`config.mk`:
```
export PLATFORM = sky130hd
export DESIGN_NAME = shifter_pipelined
export DESIGN_NICKNAME = d
export VERILOG_FILES = /design/src/rtl/shifter_pkg.sv /design/src/rtl/mux2.sv /design/src/rtl/shift_layer.sv /design/src/rtl/shifter_pipelined.sv
export SDC_FILE = /design/constraint.sdc
export NUM_CORES = 1
export LEC_CHECK = 0
export BUFFER_PORTS_ARGS = -buffer_cell sky130_fd_sc_hd__buf_2
export CAP_MARGIN = 20
export CORE_ASPECT_RATIO = 0.6
export CORE_MARGIN = 2
export CORE_UTILIZATION = 53
export CTS_CLUSTER_DIAMETER = 50
export DETAILED_ROUTE_END_ITERATION = 6
export PLACE_DENSITY_LB_ADDON = 0.3
export SYNTH_ARGS = -nofsm -noshare
export SYNTH_HDL_FRONTEND = slang
export SYNTH_SLANG_ARGS = --single-unit
export TNS_END_PERCENT = 10
```
`constraint.sdc`:
```
create_clock -name clk -period 3.8 [get_ports clk]
set_input_delay 0.57 -clock clk [delete_from_list [all_inputs] [get_ports clk]]
set_output_delay 0.57 -clock clk [all_outputs]
set_load 0.02 [all_outputs]
```
`src/rtl/shifter_pkg.sv`:
```
// Shared types and helpers for the pipelined barrel shifter.
// Optional rotate support is enabled by defining SHIFTER_ROTATE_EN.
package shifter_pkg;

  typedef enum logic [1:0] {
    SHIFT_SLL = 2'b00,
    SHIFT_SRL = 2'b01,
    SHIFT_SRA = 2'b10,
    SHIFT_ROR = 2'b11
  } shift_op_t;

  // One conditional shift layer per bit of the shift amount.
  function automatic int unsigned layer_count(input int unsigned n);
    return $clog2(n);
  endfunction

endpackage

```
`src/rtl/mux2.sv`:
```
// Single-bit two-input multiplexer; the leaf cell of every shift layer.
module mux2 (
  input  logic a,
  input  logic b,
  input  logic sel,
  output logic y
);

  assign y = sel ? b : a;

endmodule

```
`src/rtl/shift_layer.sv`:
```
// One combinational barrel-shifter layer: shifts by 2^K when en is set.
// Wrap-around for rotate is built only when SHIFTER_ROTATE_EN is defined.
module shift_layer
  import shifter_pkg::*;
#(
  parameter int unsigned N = 32,
  parameter int unsigned K = 0
) (
  input  logic [N-1:0] data,
  input  logic         en,
  input  shift_op_t    op,
  input  logic         fill,
  output logic [N-1:0] out
);

  localparam int unsigned S = 1 << K;

  logic go_left;
  logic right_fill;

  assign go_left    = (op == SHIFT_SLL);
  // Only SRA brings in the sign bit; SRL (and ROR without wrap) fill with zero.
  assign right_fill = (op == SHIFT_SRA) & fill;

  for (genvar i = 0; i < N; i++) begin : g_bit
    logic left_bit;
    logic right_bit;
    logic shifted;

    if (i >= S) begin : g_left_src
      assign left_bit = data[i-S];
    end else begin : g_left_zero
      assign left_bit = 1'b0;
    end

    if (i + S < N) begin : g_right_src
      assign right_bit = data[i+S];
    end else begin : g_right_edge
`ifdef SHIFTER_ROTATE_EN
      assign right_bit = (op == SHIFT_ROR) ? data[i+S-N] : right_fill;
`else
      assign right_bit = right_fill;
`endif
    end

    mux2 u_dir (
      .a  (right_bit),
      .b  (left_bit),
      .sel(go_left),
      .y  (shifted)
    );

    mux2 u_en (
      .a  (data[i]),
      .b  (shifted),
      .sel(en),
      .y  (out[i])
    );
  end

endmodule

```
`src/rtl/shifter_pipelined.sv`:
```
// Two-stage pipelined logical/arithmetic barrel shifter with valid/ready on both sides.
// Define SHIFTER_ROTATE_EN to make op 11 rotate right; otherwise op 11 yields zero.
module shifter_pipelined
  import shifter_pkg::*;
#(
  parameter int unsigned N     = 32,
  parameter int unsigned SPLIT = 2
) (
  input  logic                 clk,
  input  logic                 rst,
  input  logic                 i_valid,
  output logic                 o_ready,
  input  logic [N-1:0]         i_data,
  input  logic [$clog2(N)-1:0] i_shamt,
  input  shift_op_t            i_op,
  output logic                 o_valid,
  input  logic                 i_ready,
  output logic [N-1:0]         o_data
);

  localparam int unsigned LW = layer_count(N);
  localparam int unsigned RW = LW - SPLIT;

  if (N < 4 || (N & (N - 1)) != 0) begin : g_bad_n
    $error("shifter_pipelined: N must be a power of 2 and at least 4");
  end
  if (SPLIT < 1 || SPLIT >= LW) begin : g_bad_split
    $error("shifter_pipelined: SPLIT must satisfy 1 <= SPLIT < log2(N)");
  end

  // Stage registers
  logic          s1_valid_q;
  logic [N-1:0]  s1_data_q;
  logic [RW-1:0] s1_shamt_q;
  shift_op_t     s1_op_q;
  logic          s1_sign_q;
  logic          s2_valid_q;
  logic [N-1:0]  s2_data_q;

  logic adv1;
  logic adv2;

  assign adv2    = !s2_valid_q | i_ready;
  assign adv1    = !s1_valid_q | adv2;
  assign o_ready = adv1;
  assign o_valid = s2_valid_q;
  assign o_data  = s2_data_q;

  // Stage 1: low-order layers applied to the incoming operand.
  logic [N-1:0] s1_in;
  logic [N-1:0] l1 [SPLIT+1];

`ifdef SHIFTER_ROTATE_EN
  assign s1_in = i_data;
`else
  // Without rotate hardware, op 11 shifts a zero operand so the result is zero.
  assign s1_in = (i_op == SHIFT_ROR) ? '0 : i_data;
`endif

  assign l1[0] = s1_in;

  for (genvar k = 0; k < SPLIT; k++) begin : g_st1
    shift_layer #(
      .N(N),
      .K(k)
    ) u_layer (
      .data(l1[k]),
      .en  (i_shamt[k]),
      .op  (i_op),
      .fill(i_data[N-1]),
      .out (l1[k+1])
    );
  end

  // Stage 2: remaining layers applied to the S1 partial result.
  logic [N-1:0] l2 [RW+1];

  assign l2[0] = s1_data_q;

  for (genvar j = 0; j < RW; j++) begin : g_st2
    shift_layer #(
      .N(N),
      .K(SPLIT + j)
    ) u_layer (
      .data(l2[j]),
      .en  (s1_shamt_q[j]),
      .op  (s1_op_q),
      .fill(s1_sign_q),
      .out (l2[j+1])
    );
  end

  always_ff @(posedge clk) begin
    if (!rst) begin
      s1_valid_q <= 1'b0;
      s1_data_q  <= '0;
      s1_shamt_q <= '0;
      s1_op_q    <= SHIFT_SLL;
      s1_sign_q  <= 1'b0;
      s2_valid_q <= 1'b0;
      s2_data_q  <= '0;
    end else begin
      if (adv1) begin
        s1_valid_q <= i_valid;
        if (i_valid) begin
          s1_data_q  <= l1[SPLIT];
          s1_shamt_q <= i_shamt[LW-1:SPLIT];
          s1_op_q    <= i_op;
          s1_sign_q  <= i_data[N-1];
        end
      end
      if (adv2) begin
        s2_valid_q <= s1_valid_q;
        if (s1_valid_q) begin
          s2_data_q <= l2[RW];
        end
      end
    end
  end

endmodule

```
==> implementation parameters, run 1 <==
Parameter                              Value

Synthesis
  Net count after synthesis    980
  Number of enable flip-flop cells after synthesis    0
  Proportion of synthesized flip-flops having asynchronous set or reset    0
  Adder-cell area share of the yosys netlist    0
  Count of distinct cell types in the synthesized netlist    70
  Syn Inst Count    between 900 and 1000
  Combinational family with the most area after synthesis    compound AO/OA/AOI/OAI gates
  Largest area contributor in the netlist    sky130_fd_sc_hd__dfxtp_1
  Multiplexer fraction of the synthesized cell area    0.0457
  Avg Inst Size Synth    6.95 µm²
  Area fraction in compound gates after synthesis    0.412
  Largest cells by area after synthesis    sky130_fd_sc_hd__dfxtp_1 (22%), sky130_fd_sc_hd__nand2_1 (8.1%), sky130_fd_sc_hd__o21ai_0 (7.7%), sky130_fd_sc_hd__a21oi_1 (4.0%), sky130_fd_sc_hd__a31oi_1 (3.9%)
  Main flop type after synthesis    sky130_fd_sc_hd__dfxtp_1
  FF+latch count, synth    72
  Yosys top cell area share    0.221
  Warnings from Yosys    0
  Xor and xnor fraction of the mapped netlist area    0
  Synthesized cell area    0.00651 mm²
  Fraction of the yosys area taken by sequential cells    0.221
  Share of synthesized cell area in and, or, nand and nor gates    0.242

Placement
  Weighted congestion at the end of routability-driven global placement    1.06
  Setup slack at placement    1.04 ns
  Total cell area at the placement stage    0.00684 mm²
  Number of port buffers    76
  Placed Instances    1099
  HPWL reported at the end of detailed placement    16700 µm

Power and ir drop
  Switching power as a share of total power    0.345
  Logic pwr share    0.273
  Leakage Power    2.59 nW
  Maximum VDD drop    0.240 mV
  Power after layout    2.60 mW
  Ratio of total power to cell area    362 mW/mm²
  Part of the power in registers    0.350
  Internal portion of total power    around 1.7 mW
  Net Sw Power    0.898 mW
  Clock power share    0.376

Clocking
  Clock transition at the register clock pins on the worst setup and hold paths after CTS    0.06 ns
  CTS-repair resized insts    0
  TritonCTS clock tree    built
  Clock Sink Count    approximately 70
  H-Tree Level Count    3
  Number of post-CTS setup repair buffers    0
  CTS Buf Count    9
  Worst skew pair latency    0.34 ns
  CTS max path bufs    2
  Hold buffers post-CTS    0
  Clock tree root buffer cell    sky130_fd_sc_hd__clkbuf_16

Worst setup path
  Arrival time of the worst setup path    2.97 ns
  Critical path required time    approximately 4.1 ns
  Internal reg-to-reg setup slack    approximately 1.1 ns
  Type of the worst setup path    reg -> reg
  Kind of start point of the critical path    flip-flop
  Cell at the slowest stage of the critical path    sky130_fd_sc_hd__nor2_2
  Biggest fanout along the worst timing path    26
  Delay of the slowest cell on the worst path    approximately 0.91 ns
  Cell-by-cell trace of the critical path    nor2_2 -> buf_4 -> nand2_1 -> a31oi_1 -> a21o_1 -> a32o_1
  Type of element capturing the critical path    flip-flop

Routing
  Routed len/inst    21.4 µm
  Number of vias per cell    7.12
  Post-detailed-routing wire length    23900 µm
  Total via count after detailed routing    7929
  Number of DRC markers after the initial detailed-route iteration    1527
  Number of design rule violations left after detail routing    0
  DRT Pass-1 Iters    6
  Final antenna-violating net count    0

Run
  Maxcap violations    0

Min path
  Path type of the worst min-delay path    reg -> reg

Floorplanning
  Top-Level Pins    between 70 and 80
  Initial Util    0.542
  Core Footprint    0.0120 mm²
  Chip Width    147 µm
  Overall die area    0.0132 mm²
  # rows    31
  Vertical die dimension    89.9 µm

GRT
  Global routing met3 resource utilization    0.104
  First-pass GRT wire length    37800 µm
  Total Routing Usage GR    0.353
  Vias in the first global route    6731
  Most congested layer reported by global routing    met1
  Final global-route overflow total    0
  GR met1 Demand/Resource    0.542
  Largest net degree at the start of global routing    53
  Met2 Track Usage GR    0.477
  Number of antenna violations at the first check in global routing    1

Timing
  Actual transition at the worst max-transition pin    1.06 ns
  Setup violation total in the final timing report    0
  Post-route setup slack    1.12 ns
  Unrepaired setup endpoints after global routing    no
  Final hold vios    0
  Final slew viol count    0
  Max Clock Skew    between 0.01 and 0.015 ns
  Setup total negative slack    0 ns
  Final Critical Period    2.68 ns
  Max Clk Rate    0.373 GHz
  Worst hold margin    between 0.4 and 0.5 ns
  Normalized max-slew margin    0.288
  Fraction of the cycle the final worst path needs    0.706

Layout
  End-of-flow core utilization    0.597
  Final #Nets    988
  Number of diodes added for antenna fixing    0
  Fraction of layout instances using a drive strength above 1    0.140
  Filler cell count    1149
  Area delta synth->final    10.2%
  Final standard cell area without fillers    approximately 0.0072 mm²
  Number of cells in the finished layout apart from fillers    1114

Status
  Status    finished, final reports clean
==> path summary, 6_finish.rpt <==
kind | endpoint | start | cells after the start
min | o_data[21]$_SDFFE_PN0P_ | o_data[21]$_SDFFE_PN0P_ | 2
min reg2reg | o_data[21]$_SDFFE_PN0P_ | o_data[21]$_SDFFE_PN0P_ | 2
max reg2reg | o_data[23]$_SDFFE_PN0P_ | s1_op_q[0]$_SDFFE_PN0P_ | 6
max | o_data[23]$_SDFFE_PN0P_ | s1_op_q[0]$_SDFFE_PN0P_ | 6
==> cell families after synthesis <==
family / after synthesis
muxes: 27
buffers and inverters: 117
and+or+nand+nor: 331
AOI/OAI and AO/OA: 390
DFF: 72
==> power groups by stage <==
stage          logic, mW  clock network [mW]  registers, mW
3_5_place_dp       0.680                   0          0.917
3_3_place_gp       0.677                   0          0.917
6_report           0.710               0.978          0.911
4_1_cts            0.683               0.986          0.901
2_1_floorplan      0.487                   0          0.888
5_1_grt            0.767                1.03          0.913
==> synth_stat cells (13+ instances only) <==
| master | count |
|---|---|
| sky130_fd_sc_hd__buf_2 | 39 |
| sky130_fd_sc_hd__a31oi_1 | 41 |
| sky130_fd_sc_hd__o221ai_1 | 28 |
| sky130_fd_sc_hd__nand2b_1 | 33 |
| sky130_fd_sc_hd__a311oi_1 | 16 |
| sky130_fd_sc_hd__o21ai_0 | 100 |
| sky130_fd_sc_hd__and2_1 | 14 |
| sky130_fd_sc_hd__mux2i_1 | 23 |
| sky130_fd_sc_hd__a211oi_1 | 13 |
| sky130_fd_sc_hd__a21oi_1 | 52 |
| sky130_fd_sc_hd__a221o_1 | 19 |
| sky130_fd_sc_hd__a21boi_0 | 18 |
| sky130_fd_sc_hd__a32oi_1 | 24 |
| sky130_fd_sc_hd__clkbuf_1 | 57 |
| sky130_fd_sc_hd__nand2_1 | 141 |
| sky130_fd_sc_hd__nor2_1 | 50 |
| sky130_fd_sc_hd__dfxtp_1 | 72 |
| sky130_fd_sc_hd__nand3_1 | 35 |
==> layer usage <==
layer | wire length [µm] | vias up
li1 | - | 3577
met1 | 10200 | 3627
met2 | 9230 | 671
met3 | 4030 | 54
met4 | 411 | 0
met5 | 0 | -
==> layout make-up <==
cell class                 count  area, µm²  share of cell area
multi-input combinational    748       4570               0.637
sequential                    72       1440               0.201
timing repair buffer          99        566              0.0788
clock buffer                  10        229              0.0319
tap                          165        206              0.0288
clock inverter                 5        106              0.0148
inverter                      15       56.3             0.00785
==> flip-flops by register name, summed over array words and instances, names as in the netlist <==
register,flops
o_data,32
s1_data_q,32
s1_shamt_q,3
s1_op_q,2
o_valid,1
s1_sign_q,1
s1_valid_q,1
==> critical path, delay by kind of cell, from the launching register on <==
kind                   cells  cell delay, ns
buffers and inverters      1            0.37
and+or+nand+nor            2            1.01
AOI/OAI and AO/OA          3            0.70
DFF                        1            0.54
==> layout by cell type, fill, tap and decap left out, types with 5 or more instances in the layout <==
cell type	instances
sky130_fd_sc_hd__or3b_1	5
sky130_fd_sc_hd__a32o_1	5
sky130_fd_sc_hd__a221o_1	19
sky130_fd_sc_hd__a21o_1	6
sky130_fd_sc_hd__nor3_1	10
sky130_fd_sc_hd__mux2i_1	23
sky130_fd_sc_hd__o31ai_1	6
sky130_fd_sc_hd__o32ai_1	8
sky130_fd_sc_hd__nor2_1	50
sky130_fd_sc_hd__nor2b_1	11
sky130_fd_sc_hd__inv_1	12
sky130_fd_sc_hd__a21oi_1	51
sky130_fd_sc_hd__o211ai_1	10
sky130_fd_sc_hd__nand2b_1	33
sky130_fd_sc_hd__o21ai_0	100
sky130_fd_sc_hd__and3_1	5
sky130_fd_sc_hd__a211oi_1	13
sky130_fd_sc_hd__a311oi_1	16
sky130_fd_sc_hd__dfxtp_1	70
sky130_fd_sc_hd__a31oi_1	41
sky130_fd_sc_hd__buf_2	76
sky130_fd_sc_hd__nand3_1	35
sky130_fd_sc_hd__a32oi_1	24
sky130_fd_sc_hd__clkbuf_16	9
sky130_fd_sc_hd__a22oi_1	7
sky130_fd_sc_hd__buf_4	22
sky130_fd_sc_hd__or3_1	6
sky130_fd_sc_hd__o22ai_1	7
sky130_fd_sc_hd__a21boi_0	18
sky130_fd_sc_hd__o221ai_1	28
sky130_fd_sc_hd__nand2_1	141
sky130_fd_sc_hd__and2_1	14
Note: power is estimated with default switching activity, not from simulation.
==> run 2: changes to the inputs <==
clock period = 2.2 ns   (was 3.8 ns; I/O delays follow)
==> implementation parameters, run 2 (same netlist as run 1, synthesis figures left out) <==
Parameter                              Value

Layout
  Most frequent cells in the layout    sky130_fd_sc_hd__nand2_1 (141), sky130_fd_sc_hd__o21ai_0 (100), sky130_fd_sc_hd__buf_2 (76), sky130_fd_sc_hd__dfxtp_1 (70), sky130_fd_sc_hd__buf_4 (61)
  Final standard cell area without fillers    0.00752 mm² (+4.8%)
  Filler cell count    1179 (+2.6%)
  Area delta synth->final    15.5%
  Fraction of layout instances using a drive strength above 1    0.179 (+0.0391)
  Final #Nets    1032 (+4.5%)
  Number of cells in the finished layout apart from fillers    1158 (+3.9%)
  Most frequent standard cell in the layout excluding fill and tap cells    sky130_fd_sc_hd__nand2_1
  Number of diodes added for antenna fixing    0 (unchanged)

Clocking
  Clock transition at the register clock pins on the worst setup and hold paths after CTS    0.06 ns (about the same)
  CTS-repair resized insts    0 (unchanged)
  Hold buffers post-CTS    0 (unchanged)
  CTS Buf Count    9 (unchanged)
  TritonCTS clock tree    built
  H-Tree Level Count    3 (unchanged)
  Clock tree root buffer cell    sky130_fd_sc_hd__clkbuf_16
  Number of post-CTS setup repair buffers    0 (unchanged)
  Clock Sink Count    72 (unchanged)
  Worst skew pair latency    0.34 ns (about the same)
  CTS max path bufs    2 (unchanged)

Routing
  Number of DRC markers after the initial detailed-route iteration    1412 (-7.5%)
  Number of vias per cell    6.98 (-2.0%)
  Total via count after detailed routing    8078 (+1.9%)
  Final antenna-violating net count    0 (unchanged)
  Routed len/inst    21.5 µm (+0.36%)
  Post-detailed-routing wire length    24900 µm (+4.3%)
  DRT Pass-1 Iters    6 (unchanged)
  Number of design rule violations left after detail routing    0 (unchanged)

Worst setup path
  End point of the critical path    o_data[28]$_SDFFE_PN0P_
  Type of element capturing the critical path    flip-flop
  Kind of start point of the critical path    flip-flop
  End of the worst register-to-register path    o_data[28]$_SDFFE_PN0P_
  Type of the worst setup path    reg -> reg
  Biggest fanout along the worst timing path    11 (-58%)
  Number of cells on the worst reg-to-reg path    6 (unchanged)
  Beginning of the worst register-to-register path    s1_op_q[0]$_SDFFE_PN0P_
  Critical path required time    2.43 ns (-1.66 ns)
  Internal reg-to-reg setup slack    0.17 ns (-0.94 ns)
  Arrival time of the worst setup path    2.26 ns (-0.71 ns)
  Timing startpoint of the critical path    s1_op_q[0]$_SDFFE_PN0P_

Timing
  Fraction of the cycle the final worst path needs    0.921 (+0.215)
  Setup total negative slack    0 ns (unchanged)
  Unrepaired setup endpoints after global routing    no
  Final Critical Period    2.03 ns (-0.656 ns)
  Max Clk Rate    0.493 GHz (+32%)
  Max Clock Skew    0.00762 ns (-0.00346 ns)
  Final slew viol count    0 (unchanged)
  Normalized max-slew margin    0.526 (+0.238)
  Actual transition at the worst max-transition pin    0.705 ns (-0.355 ns)
  Final hold vios    0 (unchanged)
  Setup violation total in the final timing report    0 (unchanged)

Floorplanning
  Vertical die dimension    89.9 µm (unchanged)
  Core Footprint    0.0120 mm² (unchanged)
  Overall die area    0.0132 mm² (unchanged)
  Top-Level Pins    77 (unchanged)
  Chip Width    147 µm (unchanged)
  # rows    31 (unchanged)
  Initial Util    0.542 (unchanged)

Power and ir drop
  Ratio of total power to cell area    578 mW/mm² (+60%)
  Maximum VDD drop    0.370 mV (+54%)
  Leakage Power    2.81 nW (+8.4%)

Status
  Status    finished, final reports clean

Placement
  Total cell area at the placement stage    0.00723 mm² (+5.7%)
  Weighted congestion at the end of routability-driven global placement    1.06 (about the same)
  HPWL reported at the end of detailed placement    18500 µm (+11%)
  Number of port buffers    76 (unchanged)
  Placed Instances    1143 (+4.0%)

GRT
  Number of antenna violations at the first check in global routing    0 (-1)
  Total Routing Usage GR    0.372 (+0.0189)
  Final global-route overflow total    0 (unchanged)
  Largest net degree at the start of global routing    56 (+5.7%)
  First-pass GRT wire length    39300 µm (+4.1%)
  Vias in the first global route    7033 (+4.5%)

Run
  Maxcap violations    0 (unchanged)

Min path
  Path type of the worst min-delay path    in -> reg
==> run 2: worst min path at each step <==
stage	start	to	slack (ns)	depth (start not counted)
final	i_shamt[3]	s1_shamt_q[1]$_SDFFE_PN0P_	0.24	3
after global routing	i_shamt[3]	s1_shamt_q[1]$_SDFFE_PN0P_	0.24	3
after CTS	i_shamt[3]	s1_shamt_q[1]$_SDFFE_PN0P_	0.23	3
after detailed placement	o_data[18]$_SDFFE_PN0P_	o_data[18]$_SDFFE_PN0P_	0.44	1
after global placement	o_data[18]$_SDFFE_PN0P_	o_data[18]$_SDFFE_PN0P_	0.43	1
after floorplan	i_shamt[2]	s1_shamt_q[0]$_SDFFE_PN0P_	0.47	2
==> run 2: final cells by class <==
class | count | area (µm²) | area share
inverters | 15 | 56.3 | 0.00749
multi-input cells | 748 | 4570 | 0.607
well taps | 165 | 206 | 0.0275
clock buffers | 9 | 225 | 0.0300
clock inverters | 6 | 61.3 | 0.00815
repair buffers | 143 | 958 | 0.127
flip-flops and latches | 72 | 1440 | 0.192
==> run 2: per-stage QoR <==
step | hold slack [ns] | worst slack, ns | utilization | total power [mW]
2_1_floorplan | 0.475 | 0.518 | - | 2.37
3_3_place_gp | 0.429 | 0.276 | 0.602 | 2.87
3_5_place_dp | 0.435 | 0.278 | 0.602 | 2.88
4_1_cts | 0.229 | 0.278 | 0.625 | 4.30
5_1_grt | 0.240 | 0.127 | 0.625 | 4.52
6_report | 0.237 | 0.173 | 0.625 | 4.35
==> run 2: critical path, cell delays in order (launching register included) <==
cell and delay, ns:
sky130_fd_sc_hd__dfxtp_1 0.52, sky130_fd_sc_hd__nand2b_1 0.34, sky130_fd_sc_hd__a21oi_1 0.09, sky130_fd_sc_hd__o32ai_1 0.42, sky130_fd_sc_hd__buf_4 0.23, sky130_fd_sc_hd__nand2_1 0.06, sky130_fd_sc_hd__a32o_1 0.25
==> run 2: per-layer routing <==
layer / track usage / share of wire
met1: 0.575 / 0.45
met4: 0.0681 / 0.017
met3: 0.116 / 0.15
met5: 0.0423 / 0.0027
met2: 0.495 / 0.38
==> run 2: report_power, final <==
part | leakage, nW | internal [mW] | switching (mW) | total, mW
clock | 0.141 | 0.866 | 0.571 | 1.44
combinational | 2.07 | 0.521 | 0.853 | 1.37
sequential | 0.593 | 1.40 | 0.142 | 1.54
